### config.mk
export PLATFORM = sky130hd
export DESIGN_NAME = mem_write_io
export DESIGN_NICKNAME = d
export VERILOG_FILES = /design/src/rtl/mem_io_pkg.sv /design/src/rtl/seg7_scan.sv /design/src/rtl/mem_write_io.sv
export SDC_FILE = /design/constraint.sdc
export NUM_CORES = 1
export LEC_CHECK = 0
export BUFFER_PORTS_ARGS = -buffer_cell sky130_fd_sc_hd__buf_2
export CAP_MARGIN = 15
export CORE_ASPECT_RATIO = 0.8
export CORE_UTILIZATION = 35
export DETAILED_ROUTE_END_ITERATION = 7
export HOLD_SLACK_MARGIN = 0.08
export PLACE_DENSITY = 0.7
export SETUP_SLACK_MARGIN = 0.02
export SKIP_CTS_REPAIR_TIMING = 1
export SLEW_MARGIN = 20
export SYNTH_ARGS = -nofsm -noshare
export SYNTH_HDL_FRONTEND = slang
export SYNTH_SLANG_ARGS = --single-unit
### constraint.sdc
create_clock -name clk -period 3 [get_ports clk]
set_clock_uncertainty 0.05 [all_clocks]
set_input_delay 0.6 -clock clk [delete_from_list [all_inputs] [get_ports clk]]
set_output_delay 0.6 -clock clk [all_outputs]
set_load 0.02 [all_outputs]
### src/rtl/mem_io_pkg.sv
// Shared constants, scan states and the 7-segment glyph table
// for the store-side memory/IO path.
package mem_io_pkg;

  localparam logic [31:0] ADDR_LED  = 32'd252;
  localparam logic [31:0] ADDR_DISP = 32'd253;
  localparam logic [31:0] ADDR_SW   = 32'd254;
  localparam logic [31:0] ADDR_BTN  = 32'd255;

  typedef enum logic [1:0] {
    DIG0,
    DIG1,
    DIG2,
    DIG3
  } scan_state_t;

  // active-low, bit order {g,f,e,d,c,b,a}
  localparam logic [6:0] SEG7_TABLE [16] = '{
    7'b1000000, 7'b1111001, 7'b0100100, 7'b0110000,
    7'b0011001, 7'b0010010, 7'b0000010, 7'b1111000,
    7'b0000000, 7'b0010000, 7'b0001000, 7'b0000011,
    7'b1000110, 7'b0100001, 7'b0000110, 7'b0001110
  };

  function automatic logic [6:0] seg7(input logic [3:0] n);
    return SEG7_TABLE[n];
  endfunction

endpackage

### src/rtl/seg7_scan.sv
// Time-multiplexed driver for a 4-digit active-low
// 7-segment display.
module seg7_scan
  import mem_io_pkg::*;
#(
  parameter int REFRESH_DIV = 50000
) (
  input  logic        clk,
  input  logic        rst_n,
  input  logic [15:0] disp,
  output logic [6:0]  seg,
  output logic [3:0]  an
);

  localparam int CW = $clog2(REFRESH_DIV);
  localparam logic [CW-1:0] TC = CW'(REFRESH_DIV - 1);

  scan_state_t state;
  scan_state_t state_nx;
  logic [CW-1:0] cnt;
  logic [3:0] nib;
  logic [3:0] an_nx;

  always_comb begin
    state_nx = state;
    if (cnt == TC) begin
      unique case (state)
        DIG0: state_nx = DIG1;
        DIG1: state_nx = DIG2;
        DIG2: state_nx = DIG3;
        DIG3: state_nx = DIG0;
      endcase
    end
  end

  // decode from the next state so an and seg move together
  always_comb begin
    nib   = disp[3:0];
    an_nx = 4'b1110;
    unique case (state_nx)
      DIG0: begin nib = disp[3:0];   an_nx = 4'b1110; end
      DIG1: begin nib = disp[7:4];   an_nx = 4'b1101; end
      DIG2: begin nib = disp[11:8];  an_nx = 4'b1011; end
      DIG3: begin nib = disp[15:12]; an_nx = 4'b0111; end
    endcase
  end

  always_ff @(posedge clk or negedge rst_n) begin
    if (!rst_n) begin
      state <= DIG0;
      cnt   <= '0;
      an    <= 4'b1110;
      seg   <= SEG7_TABLE[0];
    end else begin
      cnt   <= (cnt == TC) ? '0 : cnt + 1'b1;
      state <= state_nx;
      an    <= an_nx;
      seg   <= seg7(nib);
    end
  end

endmodule

### src/rtl/mem_write_io.sv
// Store decode: RAM write port, LED and display registers,
// ack/err pulses and the display scanner.
module mem_write_io
  import mem_io_pkg::*;
#(
  parameter int REFRESH_DIV = 50000,
  parameter int RAM_WORDS   = 63
) (
  input  logic        clk,
  input  logic        rst_n,
  input  logic        we,
  input  logic [31:0] a,
  input  logic [31:0] wd,
  output logic        ram_we,
  output logic [5:0]  ram_addr,
  output logic [31:0] ram_wd,
  output logic [7:0]  leds,
  output logic [6:0]  seg,
  output logic [3:0]  an,
  output logic        wr_ack,
  output logic        wr_err
);

  localparam logic [31:0] RAM_LIMIT = 32'(RAM_WORDS * 4);

  logic        is_ram;
  logic        is_led;
  logic        is_disp;
  logic [15:0] disp;

  assign is_ram  = (a < RAM_LIMIT);
  assign is_led  = (a == ADDR_LED);
  assign is_disp = (a == ADDR_DISP);

  // switch/button and unmapped addresses fall to the error arm
  always_ff @(posedge clk or negedge rst_n) begin
    if (!rst_n) begin
      ram_we   <= 1'b0;
      ram_addr <= '0;
      ram_wd   <= '0;
      leds     <= '0;
      disp     <= '0;
      wr_ack   <= 1'b0;
      wr_err   <= 1'b0;
    end else begin
      ram_we <= 1'b0;
      wr_ack <= 1'b0;
      wr_err <= 1'b0;
      if (we) begin
        unique case (1'b1)
          is_ram: begin
            ram_we   <= 1'b1;
            ram_addr <= a[7:2];
            ram_wd   <= wd;
            wr_ack   <= 1'b1;
          end
          is_led: begin
            leds   <= wd[7:0];
            wr_ack <= 1'b1;
          end
          is_disp: begin
            disp   <= wd[15:0];
            wr_ack <= 1'b1;
          end
          default: wr_err <= 1'b1;
        endcase
      end
    end
  end

  seg7_scan #(
    .REFRESH_DIV(REFRESH_DIV)
  ) u_scan (
    .clk  (clk),
    .rst_n(rst_n),
    .disp (disp),
    .seg  (seg),
    .an   (an)
  );

endmodule

# ---- After elaboration in Yosys (flattened, before gate mapping)
# Memories as Yosys holds them, arrays and structs flattened. A register that Yosys moved wholly into a read port is not among the register bits.
# Cells that the tools add are included.
dict set report totals {
  register_bits 87
  mem_bits_ro 112
  inputBits 67
  out_inout_bits 60
  mem_count 1
}
dict set report classes {
  add_sub_neg 1
  n_lt_le_gt_ge 1
  n_eq_ne 9
  mux 11
  bitwise 1
  n_reduce_logical 7
}
# memory depth width rd rd_clocked_by_memory_dff write_ports line
set mem_list {}
lappend mem_list {{(no name shown)} 16 7 1 1 0 mem_io_pkg.sv:26} ;# return SEG7_TABLE[n];
# cell count
set ops {}
lappend ops {{== test 32 x 8 -> 1 bit, second input constant} 2}
lappend ops {{< comparator 32 x 8 -> 1 bit, second input constant} 1}
lappend ops {{one-hot mux 4 bit (4 select lines)} 2}
lappend ops {{adder 16 x 1 -> 16 bit, second input constant} 1}
lappend ops {{== test 16 bit, second input constant} 1}
lappend ops {{2-to-1 mux 16 bit} 1}
lappend ops {{== test 2 bit, second input constant} 4}
lappend ops {{one-hot mux 2 bit (4 select lines)} 1}
lappend ops {{2-to-1 mux 1 bit} 6}
lappend ops {{AND reduction 2 bit} 3}
lappend ops {{inverter 4 -> 5 bit} 1}
lappend ops {{== test 2 x 1 -> 1 bit, second input constant} 2}
lappend ops {{logical NOT 2 bit} 2}
lappend ops {{OR reduction 3 bit} 1}
lappend ops {{2-to-1 mux 2 bit} 1}
lappend ops {{logical NOT 1 bit} 1}

# ---- Logic depth before layout (Yosys ltp)
# Gate-level depths: netlist of run 1.
dict set report depth {
  ltp_word 6
  depth_mapped 13
}

# ---- Modules after synthesis
# A second synthesis of run 1 with hierarchy kept.
dict set report hier_totals {
  hier_cells 310
  hier_area_um2 4249.1
}
# mod instances cells_each area_per_inst_um2 seq_area_each_um2
set modules_own_cells {}
lappend modules_own_cells {mem_write_io 1 156 2621.3 1626.6}
lappend modules_own_cells {seg7_scan 1 154 1627.8 730.7}

# ---- Least setup slack after synthesis of run 1
# OpenSTA, ideal clock, no wires.
dict set report synth_timing {
  path_type {flip-flop to flip-flop}
  from {reg u_scan.cnt[4]}
  to {reg u_scan.seg[1]}
  setup_time_ns 0.122
  arrival_time_ns 2.670
  required_ns 2.828
  slack_ns 0.159
  stages_incl_launch_ff 13
  path_buffers 1
  period_less_slack_ns 2.841
  cell_sequence {dfrtp_1 -> nor4b_1 -> and4_4 -> mux2i_2 -> buf_6 -> mux2_1 -> nand2_1 -> o21ai_0 -> inv_1 -> ha_1 -> inv_1 -> mux2i_1 -> a32o_1}
}
dict set report synth_between {
  elab_chain_cells 5
  word_cells_on_any_way 8
}
# element line
set synth_lines {}
lappend synth_lines {{start, declared} seg7_scan.sv:20} ;# logic [CW-1:0] cnt;
lappend synth_lines {{start signal, assigned} seg7_scan.sv:55} ;# cnt <= (cnt == TC) ? '0 : cnt + 1'b1;
lappend synth_lines {{== test 16 bit *} seg7_scan.sv:26} ;# if (cnt == TC) begin
lappend synth_lines {{2-to-1 mux 2 bit *} seg7_scan.sv:26}
lappend synth_lines {{== test 2 bit, or another cell as far along} seg7_scan.sv:40} ;# unique case (state_nx)
lappend synth_lines {{one-hot mux 4 bit (4 select lines) *} seg7_scan.sv:40}
lappend synth_lines {{inverter 4 -> 5 bit (not written as such) *} mem_io_pkg.sv:26}
lappend synth_lines {{end, declared} seg7_scan.sv:11} ;# output logic [6:0] seg,
# Mark *: on every way between the ends. The rest lies on a longest branch, timed or not.
# A chain may end at the register's enable or synchronous reset.

# ---- Worst setup path in the final report of run 1
dict set report layout_timing {
  from {reg u_scan.cnt[0]}
  to {reg u_scan.seg[1]}
}
# The elaborated chain is that of the path after synthesis.

==> flow_summary.json, run 1 <==
{
  "cts_tree": "done",
  "detailed_route_drc_error_count": 0,
  "synthDominantAreaCellType": "dfrtp_1",
  "routed_length_per_instance_microns": 13.8,
  "synth_area_per_cell_sq_um": 13.4,
  "fin_setup_tns_ns": 0,
  "routedLengthMet1_mm": 3.65,
  "pin_count": 127,
  "final_max_slew_viol_count": 0,
  "synth_compound_area_frac": 0.0197,
  "ys_dominant_reg_cell": "dfrtp_1",
  "finalWeightedCongestion": 0.772,
  "fillers": 997,
  "placement_rows": 34,
  "synth_cells": 298,
  "hold_path_class": "primary input to asynchronous set/reset pin",
  "met3_wirelength_microns": 468,
  "drive_gt1_frac": 0.510,
  "p_int_w": 0.00189,
  "wire_length_of_the_first_global_routing_pass_mm": 13.6,
  "setup_slack_ns": 0.241,
  "dpl_cell_area_sq_um": 4890,
  "worst_ep_arrival_time_ns": 2.94,
  "maxCapViolations": 0,
  "insertion_delay_ns": 0.34,
  "die_area_sq_um": 11900,
  "flow.area_growth_from_synthesis_pct": 29.1,
  "multiInputGateArea_sq_um": 1570,
  "ys_ff_latch": 94,
  "detailedPlacementHpwl_mm": 6.12,
  "diodes": 0,
  "dr_wl_met2_mm": 3.87,
  "hold_viol": 0,
  "vias": 2738,
  "cts_root_buf": "clkbuf_16",
  "muxShareOfSynthArea": 0.227,
  "topRoutingLayerUsed": "met4",
  "initial_antenna_violation_count": 0,
  "synthSimpleGateAreaFrac": 0.0824,
  "final_min_period_over_clock_period": 0.920,
  "power.switching_fraction": 0.215,
  "status": "completed",
  "p_leak_nw": 2.78,
  "antenna_violation_net_count_after_detailed_routing": 0,
  "power.density_nw_per_um2": 466,
  "max_slew.worst_pin.slew_ns": 0.744,
  "die-width_microns": 122,
  "synth_enable_flop_cells": 0,
  "pwr-share-seq": 0.527,
  "total_power_w": 0.00241,
  "detailedRoute.firstPassIterationCount": 4,
  "peakVddDrop_mv": 0.283,
  "synthAdderAreaFrac": 0.0281,
  "switch_pwr_w": 0.000517,
  "largest_family_of_logic_cells_by_synthesized_area": "multiplexers",
  "number_of_warnings_printed_during_yosys_synthesis": 0,
  "netlist_area_sq_um": 4010,
  "postSynthNetCount": 374,
  "grtUsageTotal": 0.148,
  "r2r_end": "u_scan.seg[1]",
  "proportion_of_synthesized_chip_area_in_sequential_cells": 0.588,
  "vias_per_cell": 4.66,
  "share_clk_of_total_power": 0.439,
  "htree_num_levels": 3,
  "port_buffers": 126,
  "synthArstFlopShare": 1.00,
  "post_synth_main_area_contributors": "dfrtp_1 (56%), mux2_2 (18%), mux2i_1 (4.0%), ha_1 (2.8%), dfstp_2 (2.6%)",
  "via_count_of_the_first_global_routing_pass": 2855,
  "grt_setup_unrepaired": "no",
  "clk_pin_slew_ns": 0.07,
  "finalWorstPathRequiredPeriod_ns": 2.76,
  "relSlewSlack": 0.504,
  "nets": 514,
  "setup.worst_path.end_class": "flip-flop",
  "pre_cts_slack_ns": 0.237,
  "finalHoldWorstSlack_ns": 0.271,
  "largest_net_degree_at_the_start_of_global_routing": 59,
  "setup-violations-final": 0,
  "combinational_share_of_power": 0.034,
  "timing.reg2reg.worst_path_depth": 12,
  "timing.reg2reg.setup_slack_ns": 0.24,
  "timing.setup.critical_path_class": "flip-flop to flip-flop",
  "grt_overflow_total": 0,
  "area.sequential_sq_um": 2360,
  "detail_route.wirelength_mm": 8.10,
  "worst_ep_required_time_ns": 3.18,
  "post_synth_most_frequent_cells": "dfrtp_1 (90), mux2_2 (63), nand2_1 (21)",
  "cts_max_path_bufs": 2,
  "placeableCoreArea_sq_um": 11000,
  "first_iter_violations": 61,
  "post-synth-top-count-cell": "dfrtp_1",
  "synth.top_cell.area_share": 0.562,
  "clock.fmax_mhz": 362,
  "start_kind": "flip-flop",
  "synth-xor-area-share": 0.0306,
  "crit_fanout": 4,
  "ys_types": 38,
  "cts.sink_count": 94,
  "stdcell_area_sq_um": 5170,
  "die_h_microns": 97.7,
  "timing.rr.start": "u_scan.cnt[0]",
  "floorplan.initialDensity": 0.364,
  "tritoncts.num_buffers": 9
}
## critical path, stage by stage (launching register included)
cell and delay [ns]:
dfrtp_1 0.37, ha_1 0.19, and3_1 0.22, and4_4 0.26, mux2i_2 0.33, mux2_1 0.35
nand2_1 0.06, o21ai_0 0.11, inv_1 0.15, ha_1 0.24, inv_1 0.07, mux2i_1 0.06
a32o_1 0.20
## cell families (layout without fill, tap and decap cells)
| group | after synthesis | count (layout) |
|---|---|---|
| AND/OR/NAND/NOR | 66 | 66 |
| AO/OA/AOI/OAI | 12 | 12 |
| buffers and inverters | 21 | 166 |
| XOR/XNOR | 14 | 14 |
| adder cells (fa/ha/maj) | 9 | 9 |
| multiplexers | 82 | 82 |
| flip-flops | 94 | 94 |
## layer usage
layer / global-route usage / vias to the layer above
met5: 0 / -
met4: 0.0456 / 0
met2: 0.238 / 80
li1: - / 1318
met1: 0.188 / 1332
met3: 0.0481 / 8
## state kept, by name, indices dropped and copies added (netlist names)
register	flops
disp	16
leds	8
ram_addr	6
ram_wd	32
ram_we	1
u_scan.an	4
u_scan.cnt	16
u_scan.seg	7
u_scan.state	2
wr_ack	1
wr_err	1
## worst max-delay path by stage
stage | start | endpoint | depth (start not counted)
final | u_scan.cnt[0] | u_scan.seg[1] | 12
after global routing | u_scan.cnt[0] | u_scan.seg[1] | 12
after CTS | u_scan.cnt[12] | u_scan.seg[1] | 11
after detailed placement | u_scan.cnt[12] | u_scan.seg[1] | 11
after global placement | u_scan.cnt[12] | u_scan.seg[1] | 11
after floorplan | u_scan.cnt[4] | u_scan.seg[1] | 12
## power by group through the flow
stage / Combinational (W) / Sequential [W] / Clock [W]
5_1_grt: 0.0000938 / 0.00127 / 0.00114
4_1_cts: 0.0000861 / 0.00127 / 0.00109
3_3_place_gp: 0.0000835 / 0.00129 / 0
6_report: 0.0000824 / 0.00127 / 0.00106
2_1_floorplan: 0.00000423 / 0.00129 / 0
3_5_place_dp: 0.0000862 / 0.00129 / 0
## through the flow
step | instances | util
2_1_floorplan | 298 | -
3_3_place_gp | 571 | 0.444
3_5_place_dp | 571 | 0.444
4_1_cts | 587 | 0.469
5_1_grt | 587 | 0.469
6_report | 587 | 0.469
## final cells by class
cell class | instances | area share
sequential | 94 | 0.456
multi-input combinational | 183 | 0.303
timing repair buffer | 137 | 0.143
clock buffer | 11 | 0.0469
tap | 144 | 0.0348
inverter | 13 | 0.00944
clock inverter | 5 | 0.00677
## cell usage in the layout, fill, tap and decap left out, drive strengths merged
cell type	instances
a32o	1
nor2b	1
or2	1
nand3	5
nand4	2
clkbuf	11
inv	14
xnor2	11
o22ai	3
nor2	15
o221ai	1
a21boi	1
dfstp	4
and4	1
dfrtp	90
nor4	7
mux2	64
or3	1
xor2	3
nor3	6
buf	137
nor4b	1
mux2i	18
ha	9
clkinv	3
nor4bb	2
o21ai	5
clkinvlp	1
a21oi	1
and3	2
nand2	21
nand2b	1
(Power assumes the default switching activity.)
==> run 2, diff against run 1 <==
--- a/config.mk
+++ b/config.mk
@@ -9,6 +9,7 @@
 export CAP_MARGIN = 15
 export CORE_ASPECT_RATIO = 0.8
 export CORE_UTILIZATION = 35
+export CTS_BUF_LIST = sky130_fd_sc_hd__clkbuf_16
 export DETAILED_ROUTE_END_ITERATION = 7
 export HOLD_SLACK_MARGIN = 0.08
 export PLACE_DENSITY = 0.7
==> flow_summary.json, run 2 (same netlist as run 1, synthesis figures left out) <==
{
  "grtUsageTotal": 0.148,
  "timing.setup.critical_path_class": "flip-flop to flip-flop",
  "routed_length_per_instance_microns": 13.8,
  "cts_max_path_bufs": 2,
  "die_h_microns": 97.7,
  "max_slew.worst_pin.slew_ns": 0.742,
  "largest_register_ffs": 32,
  "cts_tree": "done",
  "hold_viol": 0,
  "diodes": 0,
  "share_clk_of_total_power": 0.432,
  "layout_commonest_cell": "buf_2",
  "initial_antenna_violation_count": 0,
  "power.density_nw_per_um2": 461,
  "nets": 514,
  "power.switching_fraction": 0.217,
  "tritoncts.num_buffers": 9,
  "cts_root_buf": "clkbuf_16",
  "area.sequential_sq_um": 2360,
  "maxCapViolations": 0,
  "insertion_delay_ns": 0.34,
  "via_count_of_the_first_global_routing_pass": 2855,
  "crit_fanout": 4,
  "hold_path_class": "primary input to asynchronous set/reset pin",
  "vias_per_cell": 4.68,
  "grt_setup_unrepaired": "no",
  "pin_count": 127,
  "vias": 2749,
  "cts.sink_count": 94,
  "detailedPlacementHpwl_mm": 6.12,
  "layout_top_registers": "ram_wd: 32 flops, disp: 16 flops, u_scan.cnt: 16 flops",
  "timing.reg2reg.setup_slack_ns": 0.23,
  "slowest_delay_ns": 0.37,
  "relSlewSlack": 0.505,
  "timing.reg2reg.worst_path_depth": 12,
  "detailed_route_drc_error_count": 0,
  "fin_setup_tns_ns": 0,
  "worst_ep_required_time_ns": 3.18,
  "largest_register": "ram_wd",
  "antenna_violation_net_count_after_detailed_routing": 0,
  "final_max_slew_viol_count": 0,
  "finalWorstPathRequiredPeriod_ns": 2.77,
  "combinational_share_of_power": 0.035,
  "most-common-layout-cells": "buf_2 (125), dfrtp_1 (90), mux2_2 (63)",
  "crit_chain": "ha_1 -> and3_1 -> and4_4 -> mux2i_2 -> mux2_1 -> nand2_1 -> o21ai_0 -> inv_1 -> ha_1 -> inv_1 -> mux2i_1 -> a32o_1",
  "layout.cells.non_filler": 587,
  "p_int_w": 0.00186,
  "multiInputGateArea_sq_um": 1570,
  "htree_num_levels": 3,
  "flow.area_growth_from_synthesis_pct": 28.8,
  "status": "completed",
  "peakVddDrop_mv": 0.281,
  "timing.rr.start": "u_scan.cnt[0]",
  "die_area_sq_um": 11900,
  "final_min_period_over_clock_period": 0.922,
  "worst-path-buf-inv": 2,
  "worst_ep_arrival_time_ns": 2.94,
  "clk_pin_slew_ns": 0.06,
  "wire_length_of_the_first_global_routing_pass_mm": 13.6,
  "start_kind": "flip-flop",
  "floorplan.initialDensity": 0.364,
  "port_buffers": 126,
  "drive_gt1_frac": 0.508,
  "detailedRoute.firstPassIterationCount": 4,
  "largest_net_degree_at_the_start_of_global_routing": 59,
  "switch_pwr_w": 0.000516,
  "setup.worst_path.end_class": "flip-flop",
  "numPlacedInstances": 571,
  "first_iter_violations": 61,
  "fillers": 998,
  "placeableCoreArea_sq_um": 11000,
  "r2r_end": "u_scan.seg[1]",
  "p_leak_nw": 2.78,
  "clock.fmax_mhz": 361,
  "detail_route.wirelength_mm": 8.10,
  "timing.critical_path.slowest_stage_cell": "dfrtp_1",
  "placement_rows": 34,
  "setup-violations-final": 0,
  "grt_overflow_total": 0,
  "finalWeightedCongestion": 0.772,
  "pwr-share-seq": 0.534,
  "die-width_microns": 122,
  "cell_family_with_the_largest_share_of_critical_path_delay": "multiplexers"
}
## run 2: changes by cell type in the layout (fill, tap and decap cells not counted), sizes merged
cell,change
clkinv,+1
clkbuf,-2
inv,+1
## run 2: final cells by class
class | count | area share
multi-input cells | 183 | 0.304
repair buffers | 137 | 0.144
clock inverters | 7 | 0.00824
inverters | 13 | 0.00945
clock buffers | 9 | 0.0436
well taps | 144 | 0.0349
flip-flops and latches | 94 | 0.457
## run 2: worst max-delay path by stage
stage / cells after the start / from / end / slack [ns]
after floorplan: 12 / u_scan.cnt[4] / u_scan.seg[1] / 0.16
after global placement: 11 / u_scan.cnt[12] / u_scan.seg[1] / 0.28
after detailed placement: 11 / u_scan.cnt[12] / u_scan.seg[1] / 0.24
after CTS: 11 / u_scan.cnt[12] / u_scan.seg[1] / 0.22
after global routing: 12 / u_scan.cnt[0] / u_scan.seg[1] / 0.05
final: 12 / u_scan.cnt[0] / u_scan.seg[1] / 0.23
## run 2: layer usage
layer  wire (microns)  part of all wire  track usage
met1             3620              0.45        0.188
met3              475             0.059       0.0481
met4              102             0.013       0.0456
met5                0                 0            0
met2             3900              0.48        0.238
## run 2: worst register-to-register path, cell delays in order (launching register included)
cell and delay (ns):
dfrtp_1 0.37, ha_1 0.19, and3_1 0.23, and4_4 0.26, mux2i_2 0.33, mux2_1 0.35
nand2_1 0.06, o21ai_0 0.11, inv_1 0.15, ha_1 0.24, inv_1 0.07, mux2i_1 0.06
a32o_1 0.20
## run 2: stage by stage
stage / hold slack, ns / power (W) / utilization / setup WS [ns] / cell area (sq um)
floorplan: 0.254 / 0.00130 / - / 0.159 / 4010
global placement: 0.385 / 0.00138 / 0.444 / 0.285 / 4890
detailed placement: 0.404 / 0.00138 / 0.444 / 0.237 / 4890
CTS: 0.302 / 0.00242 / 0.468 / 0.217 / 5150
global route: 0.322 / 0.00248 / 0.468 / 0.0456 / 5160
finish: 0.270 / 0.00238 / 0.468 / 0.233 / 5160
## run 2: power by group through the flow
stage / logic [W] / registers, W / clock network [W]
after floorplan: 0.00000423 / 0.00129 / 0
after global placement: 0.0000835 / 0.00129 / 0
after detailed placement: 0.0000862 / 0.00129 / 0
after CTS: 0.0000861 / 0.00127 / 0.00106
after global routing: 0.0000938 / 0.00127 / 0.00111
final: 0.0000822 / 0.00127 / 0.00103
